File: src/rtl/ndp_pkg.sv
// Shared NDP definitions: drain FSM states and the serial word width.
// The core's input side uses the same 32-bit word width.
package ndp_pkg;

  localparam int WORD_W = 32;

  typedef enum logic [0:0] {
    IDLE = 1'b0,
    SEND = 1'b1
  } state_t;

endpackage

File: src/rtl/ndp_rise_detect.sv
// Registered rising-edge detector for the core's calc_done level.
// prev resets to 0, so a level that is already high when reset is released
// is seen as a rise on the first clock.
module ndp_rise_detect (
  input  logic clk,
  input  logic reset,
  input  logic level,
  output logic rise
);

  logic prev;

  // Remember last cycle's level.
  always_ff @(posedge clk or negedge reset) begin
    if (!reset) prev <= 1'b0;
    else        prev <= level;
  end

  assign rise = level & ~prev;

endmodule

File: src/rtl/ndp_result_drain.sv
// Captures the NDP_core result matrix on a calc_done rise and streams it out
// as 32-bit words, LSB word first, over a valid/ready handshake.
module ndp_result_drain
  import ndp_pkg::*;
#(
  parameter int WIDTH      = 16,
  parameter int ARR_HEIGHT = 4,
  parameter int ARR_WIDTH  = 4,
  parameter int SYS_HEIGHT = 1,
  parameter int SYS_WIDTH  = 1
) (
  input  logic                                    clk,
  input  logic                                    reset,
  input  logic                                    calc_done_flag,
  input  logic [SYS_HEIGHT*ARR_HEIGHT*SYS_WIDTH*ARR_WIDTH*WIDTH-1:0] in_c,
  output logic [WORD_W-1:0]                       data_out,
  output logic                                    data_out_valid,
  input  logic                                    data_out_ready,
  output logic                                    data_out_last,
  output logic                                    row_end,
  output logic                                    busy,
  output logic                                    drain_done,
  output logic                                    overrun
);

  localparam int R      = SYS_HEIGHT * ARR_HEIGHT;
  localparam int C      = SYS_WIDTH * ARR_WIDTH;
  localparam int NWORDS = R * C * WIDTH / WORD_W;
  localparam int WPR    = C * WIDTH / WORD_W;
  localparam int IW     = (NWORDS > 1) ? $clog2(NWORDS) : 1;

  // A matrix row must split into whole words, otherwise row_end is meaningless.
  generate
    if ((C * WIDTH) % WORD_W != 0) begin : g_width_check
      $error("ndp_result_drain: C*WIDTH must be a multiple of 32");
    end
  endgenerate

  state_t                         state;
  logic [IW-1:0]                  idx;
  logic [NWORDS-1:0][WORD_W-1:0]  shadow;
  logic                           rise;
  logic                           accept;
  logic                           at_last;

  ndp_rise_detect u_rise (
    .clk   (clk),
    .reset (reset),
    .level (calc_done_flag),
    .rise  (rise)
  );

  assign data_out_valid = (state == SEND);
  assign busy           = data_out_valid;
  assign accept         = data_out_valid & data_out_ready;
  assign at_last        = (idx == IW'(NWORDS - 1));
  assign data_out_last  = data_out_valid & at_last;
  assign row_end        = data_out_valid & (((int'(idx) + 1) % WPR) == 0);
  // Word mux is driven only while sending so the bus reads 0 when idle.
  assign data_out       = data_out_valid ? shadow[idx] : '0;

  // Drain FSM: capture on rise in IDLE, step the word index on each accept,
  // flag a rise that arrives mid-transfer as a sticky overrun.
  always_ff @(posedge clk or negedge reset) begin
    if (!reset) begin
      state      <= IDLE;
      idx        <= '0;
      shadow     <= '0;
      drain_done <= 1'b0;
      overrun    <= 1'b0;
    end else begin
      drain_done <= 1'b0;
      case (state)
        IDLE: begin
          if (rise) begin
            shadow <= in_c;
            idx    <= '0;
            state  <= SEND;
          end
        end
        SEND: begin
          if (rise) overrun <= 1'b1;
          if (accept) begin
            if (at_last) begin
              state      <= IDLE;
              idx        <= '0;
              drain_done <= 1'b1;
            end else begin
              idx <= idx + IW'(1);
            end
          end
        end
        default: state <= IDLE;
      endcase
    end
  end

endmodule

File: config.mk
export PLATFORM = sky130hd
export DESIGN_NAME = ndp_result_drain
export DESIGN_NICKNAME = d
export VERILOG_FILES = /design/src/rtl/ndp_pkg.sv /design/src/rtl/ndp_rise_detect.sv /design/src/rtl/ndp_result_drain.sv
export SDC_FILE = /design/constraint.sdc
export NUM_CORES = 1
export LEC_CHECK = 0
export ABC_AREA = 1
export BUFFER_PORTS_ARGS = -buffer_cell sky130_fd_sc_hd__buf_2
export CAP_MARGIN = 30
export CORE_MARGIN = 10
export CORE_UTILIZATION = 45
export CTS_CLUSTER_SIZE = 16
export DETAILED_ROUTE_END_ITERATION = 16
export HOLD_SLACK_MARGIN = 0.12
export PLACE_DENSITY_LB_ADDON = 0.08
export SYNTH_ARGS = -nofsm -noshare
export SYNTH_HDL_FRONTEND = slang
export SYNTH_SLANG_ARGS = --single-unit
export TNS_END_PERCENT = 100
File: constraint.sdc
create_clock -name clk -period 1.88 [get_ports clk]
set_input_delay 0.282 -clock clk [delete_from_list [all_inputs] [get_ports clk]]
set_output_delay 0.282 -clock clk [all_outputs]
set_load 0.1 [all_outputs]
==> flow_summary.yaml, run 1 <==
outcome:
  outcome: "finished with violations"
  violations: "setup timing"
sta:
  slew_headroom: 0.619
  setup_ws_ns: -0.591
  timing.fmax_mhz: 405
  setup_viol: 34
  worst-slew-pin-transition_ns: 0.571
  period_share: 1.31
  rsz0062_at_grt: "true"
  min_period_ns: 2.47
  clock_skew_ns: 0.00638
  hold_viol_final: 0
  slew_viol_final: 0
floorplanning:
  core_um2: 27800
  die_h_um: 188
  die_area_um2: 35300
  die_x_um: 188
  num_rows: 61
  io_pins: 298
  initial_core_util: 0.456
place:
  dp.cells: 2328
  place_area_um2: 15600
  dp_slack_ns: -0.0859
  dpl.hpwl_um: 31300
  place.gp.congestion: 0.886
  port_buffers: 297
routing:
  firstDrtPassIters: 7
  route.detailed.drc: 0
  via_count: 13407
  wire_per_inst_um: 18.9
  drt_iter0_markers: 1181
  wirelength_um: 50500
  viasPerCell: 5.02
  ant_nets: 0
critical_path:
  worstReg2RegStart: "busy"
  reg2reg_slack_ns: 0.24
  setup.worst_path.start: "idx[0]"
  criticalPathCategory: "flip-flop to output pin"
  worstRegToRegCells: 6
  timing.critical_path.to: "data_out[13]"
  cp.required_ns: 1.60
  cp-start-kind: "flip-flop"
  cp-end-kind: "output pin"
  crit_fanout: 8
  cp_data_arrival_time_ns: 2.19
  timing.rr.end: "shadow[182]"
logic_synthesis:
  ys_seq_elements: 263
  ys_types: 14
  syn_inst: 1712
  synth_area_um2: 12700
  mappedNetlistNets: 1975
  ys_seq_area_frac: 0.519
  synth_warnings: 0
  syn_avg_cell_area_um2: 7.41
power_and_ir_drop:
  p_switching_uw: 19900
  power_frac_comb: 0.633
  intPower_uw: 21600
  clkPwrFrac: 0.143
  power.density_nw_per_um2: 1990
  p_leak_uw: 0.0107
  netSwitchingFraction: 0.479
  seqPwrFrac: 0.224
  ir_worst_vdd_v: 0.00147
clock_network:
  cts_buffer_depth: 3
  clk_pin_slew_ns: 0.06
  numCtsBuffers: 29
  cts-root-buf: "clkbuf_16"
  htree_levels: 1
  insertion_delay_ns: 0.54
  cts_num_sinks: 263
  cts_tree: "built"
hold_path:
  min_path_type: "input port to asynchronous set/reset pin"
cells_and_area:
  n_fill_cell: 2012
  layout.cells.non_filler: 2670
  drive_gt1_frac: 0.304
  area_growth_pct: 64.6
  fin_area_um2: 20900
  final_nets: 2527
global_route:
  grt_pass1_vias: 13365
  grt_pass1_wl_um: 75000
  antenna_found_initial: 6
  grtUsageTotal: 0.266
  grt_overflow: 0
  grt_max_degree: 120
job:
  maxCapViolations: 0
-- registers in the layout, indices dropped and copies added (netlist names) --
register / flops
busy: 1
drain_done: 1
idx: 3
overrun: 1
shadow: 256
u_rise.prev: 1
-- routing by layer --
| layer | share of wire | vias up | GRT usage |
|---|---|---|---|
| met5 | 0 | - | 0 |
| met4 | 0.038 | 0 | 0.112 |
| met3 | 0.063 | 108 | 0.0436 |
| met2 | 0.49 | 555 | 0.429 |
| met1 | 0.41 | 6385 | 0.347 |
| li1 | - | 6359 | - |
-- critical path, stage by stage (launching register included) --
cell and delay [ns]:
dfrtp_4 0.50, buf_6 0.15, bufbuf_16 0.28, nand2_1 0.08
nand3_2 0.11, nand3_2 0.12, nand2_2 0.08, nor2_4 0.14
buf_12 0.18
-- synth_stat cells (all sizes together) --
cell | instances | area share
nor2 | 322 | 0.095
dfrtp | 263 | 0.52
clkbuf | 27 | 0.0080
a21oi | 256 | 0.10
o21ai | 3 | 0.0012
a31o | 1 | 0.00069
nand2 | 327 | 0.097
nand3 | 163 | 0.064
inv | 263 | 0.078
buf | 84 | 0.033
ha | 3 | 0.0030
-- layout by cell type (no fill, tap or decap), types with 60 or more instances in the layout --
master and n:
buf_2 260, inv_1 259, nor2_1 259, dfrtp_1 259
dlygate4sd3_1 259, a21oi_1 256, nand2_1 234, nand3_2 93
nand2_2 78, nand3_1 60, buf_12 60
-- per-stage QoR --
step,util,TNS (ns),hold slack (ns),power (uW)
3_3_place_gp,0.562,-0.357,0.277,30600
5_1_grt,0.751,-20.28,0.341,43400
3_5_place_dp,0.562,-0.448,0.279,30900
2_1_floorplan,-,0,-0.0136,23200
6_report,0.751,-18.66,0.295,41500
4_1_cts,0.716,-18.20,0.309,38900
-- how the worst min path moves through the flow --
stage | cells after the start | slack (ns) | endpoint
floorplan | 0 | -0.01 | drain_done
global placement | 1 | 0.28 | shadow[230]
detailed placement | 1 | 0.28 | shadow[233]
CTS | 2 | 0.31 | shadow[230]
global route | 2 | 0.34 | shadow[230]
finish | 2 | 0.30 | shadow[230]
-- power by group through the flow --
stage	clock, uW	combinational (uW)	sequential (uW)
floorplan	0	14000	9180
global placement	0	21400	9250
detailed placement	0	21600	9330
CTS	5990	23700	9270
global route	6230	27700	9500
finish	5930	26300	9270
-- layout make-up --
type / instances / area, um^2 / area share
Clock buffer: 35 / 798 / 0.0383
Timing Repair inverter: 2 / 17.5 / 0.000839
Tap cell: 378 / 473 / 0.0227
Multi-Input combinational cell: 1075 / 5840 / 0.280
Antenna cell: 6 / 15.0 / 0.000720
Timing Repair Buffer: 630 / 5930 / 0.284
Sequential cell: 263 / 6590 / 0.316
Clock inverter: 18 / 198 / 0.00947
Inverter: 263 / 1010 / 0.0483
-- cells by family (layout without fill, tap and decap cells) --
kind of cell	Yosys count	after routing	synth area share
DFF	263	263	0.519
and+or+nand+nor	812	812	0.256
adders and majority gates	3	3	0.00296
AOI/OAI and AO/OA	260	260	0.103
other	0	6	0
buffers and inverters	374	948	0.119
-- repair_timing --
| action | CTS | global route |
|---|---|---|
| setup buffers | 3 | 3 |
| gates cloned | 7 | 15 |
| endpoints found under the setup margin | 36 | 34 |
| pin swaps | 24 | 105 |
| hold buffers | 259 | 0 |
| resized for setup | 118 | 165 |
| hold endpoints to repair | 338 | 0 |
Power figures use the tool's default switching activity.
==> run 2: changes to the inputs <==
--- a/config.mk
+++ b/config.mk
@@ -13,7 +13,8 @@
 export CTS_CLUSTER_SIZE = 16
 export DETAILED_ROUTE_END_ITERATION = 16
 export HOLD_SLACK_MARGIN = 0.12
-export PLACE_DENSITY_LB_ADDON = 0.08
+export PLACE_DENSITY = 0.67
+export RECOVER_POWER = 100
 export SYNTH_ARGS = -nofsm -noshare
 export SYNTH_HDL_FRONTEND = slang
 export SYNTH_SLANG_ARGS = --single-unit
==> run 2 against run 1 <==
Setup slack gained 0.027 ns. Via count grew 1.4%. Flip-flop and latch count is the same. Highest routed layer unchanged. Largest cell class unchanged. The flow still finishes with violations (setup timing). Largest power group unchanged. Critical path type unchanged. Die area is the same. Non-clock buffer count shrank 18. Final cell count shrank 0.94%.
==> flow_summary.yaml, run 2 (same netlist as run 1, synthesis figures left out) <==
outcome:
  outcome: "finished with violations"
  violations: "setup timing"
sta:
  min_period_ns: 2.44
  rsz0062_at_grt: "true"
  timing.fmax_mhz: 409
  setup_tns_ns: -17.50
  slew_headroom: 0.420
  setup_ws_ns: -0.564
  setup_viol: 34
  worst_hold_slack_ns: 0.416
  period_share: 1.30
  worst-slew-pin-transition_ns: 0.870
  hold_viol_final: 0
  clock_skew_ns: 0.0104
  slew_viol_final: 0
clock_network:
  insertion_delay_ns: 0.54
  cts-root-buf: "clkbuf_16"
  cts_tree: "built"
  clk_pin_slew_ns: 0.06
  numCtsBuffers: 28
  htree_levels: 1
  cts_buffer_depth: 3
  cts_num_sinks: 263
routing:
  drt_iter0_markers: 1252
  route.detailed.drc: 0
  via_count: 13589
  wirelength_um: 51900
  viasPerCell: 5.14
  firstDrtPassIters: 7
  wire_per_inst_um: 19.6
  ant_nets: 0
critical_path:
  cp_data_arrival_time_ns: 2.16
  cp_slowest_cell: "dfrtp_4"
  setup.worst_path.start: "idx[0]"
  worstReg2RegStart: "busy"
  criticalPathCategory: "flip-flop to output pin"
  worstPathCellList: "clkinv_8 -> buf_12 -> buf_16 -> nand2_4 -> nand3_4 -> nand3_4 -> nand2_4 -> nor2_4 -> buf_12"
  path_buf_inv: 4
  cp_top_family: "buffers and inverters"
  crit_fanout: 7
  slowest_delay_ns: 0.54
  cp-start-kind: "flip-flop"
  cp-end-kind: "output pin"
  cp.required_ns: 1.60
global_route:
  grtUsageTotal: 0.283
  grt_pass1_wl_um: 79800
  grt_pass1_vias: 13990
  grt_overflow: 0
  grt_max_degree: 86
  antenna_found_initial: 2
place:
  dp_slack_ns: -0.0641
  dpl.hpwl_um: 32300
  place.gp.congestion: 0.907
  dp.cells: 2315
  port_buffers: 297
floorplanning:
  core_um2: 27800
  num_rows: 61
  die_h_um: 188
  io_pins: 298
  initial_core_util: 0.456
  die_area_um2: 35300
  die_x_um: 188
cells_and_area:
  final_cell_mix: "274 x nor2_1, 259 x inv_1, 259 x dfrtp_1, 259 x dlygate4sd3_1, 259 x buf_2"
  largest_register: "shadow"
  drive_gt1_frac: 0.264
  layout_commonest_cell: "nor2_1"
  n_fill_cell: 2002
  fin_util: 0.723
  area_growth_pct: 58.4
  final_nets: 2506
  layout.cells.non_filler: 2645
  reg.largest.list: "shadow x256, idx x3"
  largest_register_ff_count: 256
power_and_ir_drop:
  power.density_nw_per_um2: 1990
  p_leak_uw: 0.0104
  ir_worst_vdd_v: 0.00146
hold_path:
  min_path_type: "input port to asynchronous set/reset pin"
job:
  maxCapViolations: 0
run 2: layer usage:
metal	routed length, um	vias to the layer above	GRT usage
met4	2340	0	0.126
met5	0	-	0
met3	4130	121	0.0542
met2	25200	705	0.471
li1	-	6298	-
met1	20200	6465	0.351
run 2: worst paths after layout:
| kind | slack [ns] | to | depth (start not counted) |
|---|---|---|---|
| max | -0.56 | data_out[17] | 9 |
| min | 0.42 | shadow[201] | 2 |
| max reg2reg | 0.19 | shadow[175] | 6 |
| min reg2reg | 0.49 | overrun | 1 |
| max in group asynchronous | 0.21 | shadow[2] | 3 |
| min in group clk | 0.49 | overrun | 1 |
run 2: layout make-up:
type	instances	area, um^2	area share
Multi-Input combinational cell	1075	5510	0.275
Clock buffer	41	851	0.0424
Sequential cell	263	6590	0.328
Antenna cell	2	5.00	0.000249
Tap cell	378	473	0.0236
Inverter	263	1010	0.0502
Timing Repair Buffer	612	5480	0.273
Clock inverter	11	160	0.00798
run 2: per-stage QoR:
step	cell area, um^2	total power [uW]
6_report	20100	39900
5_1_grt	20100	41800
4_1_cts	19800	38800
3_5_place_dp	15500	30600
3_3_place_gp	15500	30400
2_1_floorplan	12900	23200
run 2: power breakdown:
group	switching (uW)	internal, uW	total (uW)	leakage, uW
sequential	881	8490	9370	0.00282
clock	2340	3680	6020	0.000496
combinational	15900	8590	24500	0.00709
total	19200	20700	39900	0.0104
run 2: repair_timing:
item | CTS | global route
endpoints found under the hold margin | 343 | 0
cloned | 7 | 2
pin swaps | 36 | 35
gates resized for setup | 135 | 63
hold buffers | 259 | 0
setup buffers | 8 | 0
setup endpoints to repair | 36 | 36
